**src/rtl/pim_input_buffer_write_mode.sv**
```systemverilog
// pim_input_buffer_write_mode
//   Input-side code buffer and pulse-width decoder for the PIM macro.
//   The CPU writes 4-bit row codes, eight per 32-bit word, into a row-indexed
//   buffer. On start the sequencer replays the buffer as a registered pulse
//   train: row i is driven high for exactly code_i cycles of a
//   (2^VAL_W-1)-cycle drive window.
// Ports
//   clk_i, rst_ni              clock, synchronous active-low reset
//   wdata_i                    write word, row 8w+k code in [4k+3:4k]
//   write_mode_buf_w_en_i      write strobe for word word_addr_i (IDLE only)
//   write_mode_buf_r_en_i      readback enable
//   word_addr_i                buffer word index
//   start_i, abort_i           start / abort drive sequence
//   rdata_o                    combinational readback word (0 when disabled)
//   busy_o, done_o             sequence busy, one-cycle end pulse
//   pim_input_o                registered row drive pattern
//   pim_input_valid_o          high while pim_input_o carries a pattern
module pim_input_buffer_write_mode #(
  parameter int unsigned NUM_ROWS = 128,
  parameter int unsigned VAL_W    = 4,
  parameter int unsigned ADDR_W   = 4
) (
  input  logic                clk_i,
  input  logic                rst_ni,
  input  logic [31:0]         wdata_i,
  input  logic                write_mode_buf_w_en_i,
  input  logic                write_mode_buf_r_en_i,
  input  logic [ADDR_W-1:0]   word_addr_i,
  input  logic                start_i,
  input  logic                abort_i,
  output logic [31:0]         rdata_o,
  output logic                busy_o,
  output logic                done_o,
  output logic [NUM_ROWS-1:0] pim_input_o,
  output logic                pim_input_valid_o
);

  typedef enum logic [1:0] {
    IDLE  = 2'd0,
    DRIVE = 2'd1,
    DONE  = 2'd2
  } state_e;

  // Last counter value of the drive window: 2^VAL_W-2.
  localparam logic [VAL_W-1:0] CNT_LAST = {{(VAL_W-1){1'b1}}, 1'b0};

  state_e             state;
  logic [VAL_W-1:0]   cnt;
  logic [VAL_W-1:0]   codes [NUM_ROWS];
  logic [VAL_W-1:0]   thr;
  logic [NUM_ROWS-1:0] drive_pat;

  // Threshold for the pattern registered at the next edge: 0 when leaving
  // IDLE, otherwise the incremented counter.
  always_comb begin
    thr = '0;
    if (state == DRIVE) begin
      thr = cnt + VAL_W'(1);
    end
  end

  always_comb begin
    drive_pat = '0;
    for (int unsigned i = 0; i < NUM_ROWS; i++) begin
      drive_pat[i] = (codes[i] > thr);
    end
  end

  always_comb begin
    rdata_o = '0;
    if (write_mode_buf_r_en_i) begin
      for (int unsigned k = 0; k < 8; k++) begin
        rdata_o[VAL_W*k +: VAL_W] = codes[{word_addr_i, 3'(k)}];
      end
    end
  end

  assign busy_o = (state != IDLE);

  always_ff @(posedge clk_i) begin
    if (!rst_ni) begin
      state             <= IDLE;
      cnt               <= '0;
      pim_input_o       <= '0;
      pim_input_valid_o <= 1'b0;
      done_o            <= 1'b0;
      for (int unsigned i = 0; i < NUM_ROWS; i++) begin
        codes[i] <= '0;
      end
    end else if (abort_i) begin
      state             <= IDLE;
      cnt               <= '0;
      pim_input_o       <= '0;
      pim_input_valid_o <= 1'b0;
      done_o            <= 1'b0;
    end else begin
      case (state)
        IDLE: begin
          done_o <= 1'b0;
          // A write in the same cycle as start wins; start is dropped.
          if (write_mode_buf_w_en_i) begin
            for (int unsigned k = 0; k < 8; k++) begin
              codes[{word_addr_i, 3'(k)}] <= wdata_i[VAL_W*k +: VAL_W];
            end
          end else if (start_i) begin
            state             <= DRIVE;
            cnt               <= '0;
            pim_input_o       <= drive_pat;
            pim_input_valid_o <= 1'b1;
          end
        end
        DRIVE: begin
          if (cnt == CNT_LAST) begin
            state             <= DONE;
            cnt               <= '0;
            pim_input_o       <= '0;
            pim_input_valid_o <= 1'b0;
            done_o            <= 1'b1;
          end else begin
            cnt         <= cnt + VAL_W'(1);
            pim_input_o <= drive_pat;
          end
        end
        DONE: begin
          state  <= IDLE;
          done_o <= 1'b0;
        end
        default: begin
          state             <= IDLE;
          cnt               <= '0;
          pim_input_o       <= '0;
          pim_input_valid_o <= 1'b0;
          done_o            <= 1'b0;
        end
      endcase
    end
  end

endmodule

```
**config.mk**
```make
export PLATFORM = sky130hd
export DESIGN_NAME = pim_input_buffer_write_mode
export DESIGN_NICKNAME = d
export VERILOG_FILES = /design/src/rtl/pim_input_buffer_write_mode.sv
export SDC_FILE = /design/constraint.sdc
export NUM_CORES = 1
export LEC_CHECK = 0
export BUFFER_PORTS_ARGS = -buffer_cell sky130_fd_sc_hd__buf_2
export CELL_PAD_IN_SITES_DETAIL_PLACEMENT = 0
export CELL_PAD_IN_SITES_GLOBAL_PLACEMENT = 1
export CORE_ASPECT_RATIO = 1.5
export CORE_MARGIN = 2
export CORE_UTILIZATION = 52
export CTS_BUF_LIST = sky130_fd_sc_hd__clkbuf_2
export CTS_CLUSTER_DIAMETER = 40
export DETAILED_ROUTE_END_ITERATION = 8
export HOLD_SLACK_MARGIN = 0.12
export PLACE_DENSITY_LB_ADDON = 0.1
export SLEW_MARGIN = 20
export SYNTH_ARGS = -nofsm -noshare
export SYNTH_HDL_FRONTEND = slang
export SYNTH_SLANG_ARGS = --single-unit
```
**constraint.sdc**
```tcl
create_clock -name clk_i -period 8.15 [get_ports clk_i]
set_clock_uncertainty 0.2 [all_clocks]
set_input_delay 1.63 -clock clk_i [delete_from_list [all_inputs] [get_ports clk_i]]
set_output_delay 1.63 -clock clk_i [all_outputs]
set_load 0.1 [all_outputs]
```
==> metrics.cfg <==
[run_status]
status=complete, no violations

[finish]
design_area_mm2=0.0419
area_growth_syn_to_layout_pct=8.71
finalNetCount=4101
final_cells=4675
fillers=6420
drive_gt1_share_pct=17.8

[flow_run]
maxCapViolations=0

[yosys]
yosysWarnings=0
synth_flop_cell=edfxtp_1
synth_seq_area_share_pct=47.0
synth_top_area_cell=edfxtp_1
syn_area_per_cell_um2=11.7
ys_seq_elements=648
synth_cell_types=48
synth_top_area_share_pct=39.9
synthCells=3291
synth-edff-count=512
synthTopCellsByArea=edfxtp_1, ha_1, and2_1, dfxtp_1, mux4_2
netlist_area_mm2=0.0385
async_flop_share_pct=0
syn-num-nets=3847

[placement]
dpl.cell_count=4371
dpl-instance-area_mm2=0.0403
hpwlAfterDp_mm=75.3
port_buffers=204
dp_slack_ns=1.78
routabilityCongestion=0.904

[clocking]
clkLatencyLatePin_ns=1.42
path_clk_slew_ns=0.09
cts_setup_buffers=0
cts_made_buffers=162
tritoncts=done
clockRootBuffer=clkbuf_2
clkSinkCount=648
hold_buffers=0
cts.repair.resized=0
cts_buffer_depth=3
htree_levels=4

[timing]
tightest_slew_ns=1.16
fin_setup_tns_ns=0
rsz0062_at_grt=false
fin_crit_ns=6.35
fin_crit_sh_pct=77.9
hold_viol_final=0
fin_ws_ns=1.80
finalMaxSlewViolations=0
setup_viol=0
fmax_ghz=0.158
relSlewSlack_pct=22.9

[setup_path]
critPathKind=in2out
cp_num_buf_inv=3
crit_top_cell=buf_4
critPathSlowestCell=buf_4
endpoint_kind=output port
crit_fanout=49
cp-start-kind=input port
worst_ep_arrival_time_ns=4.52
cp.required_ns=6.32
cp_cell_sequence=buf_4 > nand2b_1 > buf_4 > o221ai_1 > o21ai_0 > buf_2
slowest_delay_ns=0.68
crit_family=buffers and inverters

[route]
routed-via-count=27995
first_pass_iters=5
drt-total-wl_mm=114
drc_errors=0
drt_iter0_drc=2043
wire_per_inst_um=24.4
avgViaCountPerCell=5.99
drtAntennaViolNets=0

[floorplan]
start_util_pct=52.3
die_h_um=337
die_area_mm2=0.0763
die_x_um=226
rows=122
pin_count=205
core_mm2=0.0736

[power_and_ir_drop]
power.density_mw_per_mm2=169
p_leak_nw=17.4
irDropWorstVdd_uv=116

[grt]
grt_max_degree=129
grt_pass1_vias=28997
grt_usage_pct=30.2
grt-ovfl-total=0
antenna_found_initial=2
grt_pass1_wl_mm=172

[hold_path]
hold_class=reg2reg

==> synth_stat cells (2+ instances only) <==
cell and count:
nand3_1 3, dfxtp_1 136, nand4_4 2, buf_6 20, buf_2 55, nand2_1 132, o221ai_1 32, nand2b_1 17
edfxtp_1 512, buf_1 3, clkbuf_2 12, buf_4 13, mux2_2 48, and3_1 3, a32o_1 128, nand4_1 128
nor3_2 5, nor4_4 4, o21ai_0 159, inv_1 260, a21oi_1 276, or2b_1 6, a22oi_1 64, ha_1 514
nor2_1 23, mux2i_1 64, clkbuf_1 64, o21ai_1 2, nor2b_1 2, nor3_1 4, and2_1 513, mux4_2 64
nor3_4 8
==> metal layers <==
layer	global-route usage [%]	part of all wire, %	vias up
met1	38.7	42	13894
li1	-	-	12902
met3	5.19	6.0	234
met5	0	0	-
met4	11.2	3.3	0
met2	51.2	49	965
==> worst register-to-register path: stages (launching register included) <==
cell     delay (ns)
dfxtp_1        0.47
nand3_1        0.19
xnor2_1        0.20
nand2_4        0.38
buf_4          0.84
buf_4          0.87
ha_1           0.42
a21oi_1        0.17
o21ai_0        0.12
a32o_1         0.25
==> power by group <==
part	leakage, nW	internal, W	switching [W]
clock network	1.13	0.000841	0.00140
logic	9.98	0.000297	0.000746
registers	6.29	0.00369	0.000101
total	17.4	0.00482	0.00225
==> worst paths after layout <==
check | from | endpoint | slack, ns | depth (start not counted)
hold reg to reg | pim_input_o[2]$_SDFFE_PP0P_ | pim_input_o[2]$_SDFFE_PP0P_ | 0.26 | 1
setup reg to reg | cnt[0]$_SDFFE_PP0P_ | pim_input_o[99]$_SDFFE_PP0P_ | 3.94 | 9
setup / recovery | word_addr_i[0] | rdata_o[20] | 1.80 | 6
hold / removal | pim_input_o[2]$_SDFFE_PP0P_ | pim_input_o[2]$_SDFFE_PP0P_ | 0.26 | 1
==> layout by cell type, fill, tap and decap left out, types with 2 or more instances in the layout <==
| master | netlist | final |
|---|---|---|
| mux4_2 | 64 | 64 |
| buf_8 | 0 | 2 |
| nand2_4 | 0 | 2 |
| and2_1 | 513 | 513 |
| o21ai_0 | 159 | 159 |
| mux2i_1 | 64 | 64 |
| nand2_2 | 1 | 2 |
| inv_1 | 260 | 260 |
| nor3_4 | 8 | 9 |
| buf_12 | 0 | 2 |
| and3_1 | 3 | 3 |
| or2b_1 | 6 | 6 |
| nor3_2 | 5 | 4 |
| buf_4 | 13 | 50 |
| nor2_4 | 1 | 3 |
| nand3_1 | 3 | 3 |
| nor2_1 | 23 | 20 |
| a32o_1 | 128 | 128 |
| o21ai_1 | 2 | 2 |
| nand2_1 | 132 | 129 |
| nand4_4 | 2 | 2 |
| clkinv_1 | 0 | 44 |
| bufinv_16 | 0 | 2 |
| dfxtp_1 | 136 | 136 |
| o221ai_1 | 32 | 32 |
| edfxtp_1 | 512 | 512 |
| a21oi_1 | 276 | 276 |
| nor3_1 | 4 | 4 |
| inv_2 | 1 | 3 |
| nand2b_1 | 17 | 16 |
| ha_1 | 514 | 514 |
| nor4_4 | 4 | 4 |
| mux2_2 | 48 | 48 |
| clkinv_2 | 0 | 10 |
| nand4_1 | 128 | 128 |
| a22oi_1 | 64 | 64 |
| buf_2 | 55 | 202 |
| diode_2 | 0 | 8 |
| clkbuf_2 | 12 | 236 |
==> sequential cells by signal, indices dropped and copies added (netlist names) <==
name / count
pim_input_o: 128
done_o: 1
state: 2
codes: 512
pim_input_valid_o: 1
cnt: 4
==> metrics by stage <==
step | util (%) | total power, W | hold slack (ns)
6_report | 56.9 | 0.00707 | 0.264
5_1_grt | 56.9 | 0.00738 | 0.281
4_1_cts | 56.8 | 0.00712 | 0.271
3_5_place_dp | 54.8 | 0.00490 | 0.249
3_3_place_gp | 54.8 | 0.00487 | 0.246
2_1_floorplan | - | 0.00458 | 0.268
==> kinds of logic after synthesis <==
group | Yosys count | synth area share (%)
simple gates | 855 | 13.4
compound gates | 667 | 11.1
flops | 648 | 47.0
fa+ha+maj | 514 | 16.7
buf+inv | 429 | 4.93
mux | 176 | 6.81
xor+xnor | 2 | 0.0455
==> area by class of cell <==
type | instances | area [µm²] | share of cell area, %
Antenna cell | 8 | 20.0 | 0.0478
Clock inverter | 58 | 283 | 0.675
Sequential cell | 648 | 18100 | 43.2
Multi-Input combinational cell | 2214 | 18600 | 44.3
Clock buffer | 236 | 1180 | 2.82
Inverter | 261 | 980 | 2.34
Tap cell | 992 | 1240 | 2.96
Timing Repair Buffer | 258 | 1500 | 3.57
Power figures use the tool's default switching activity.
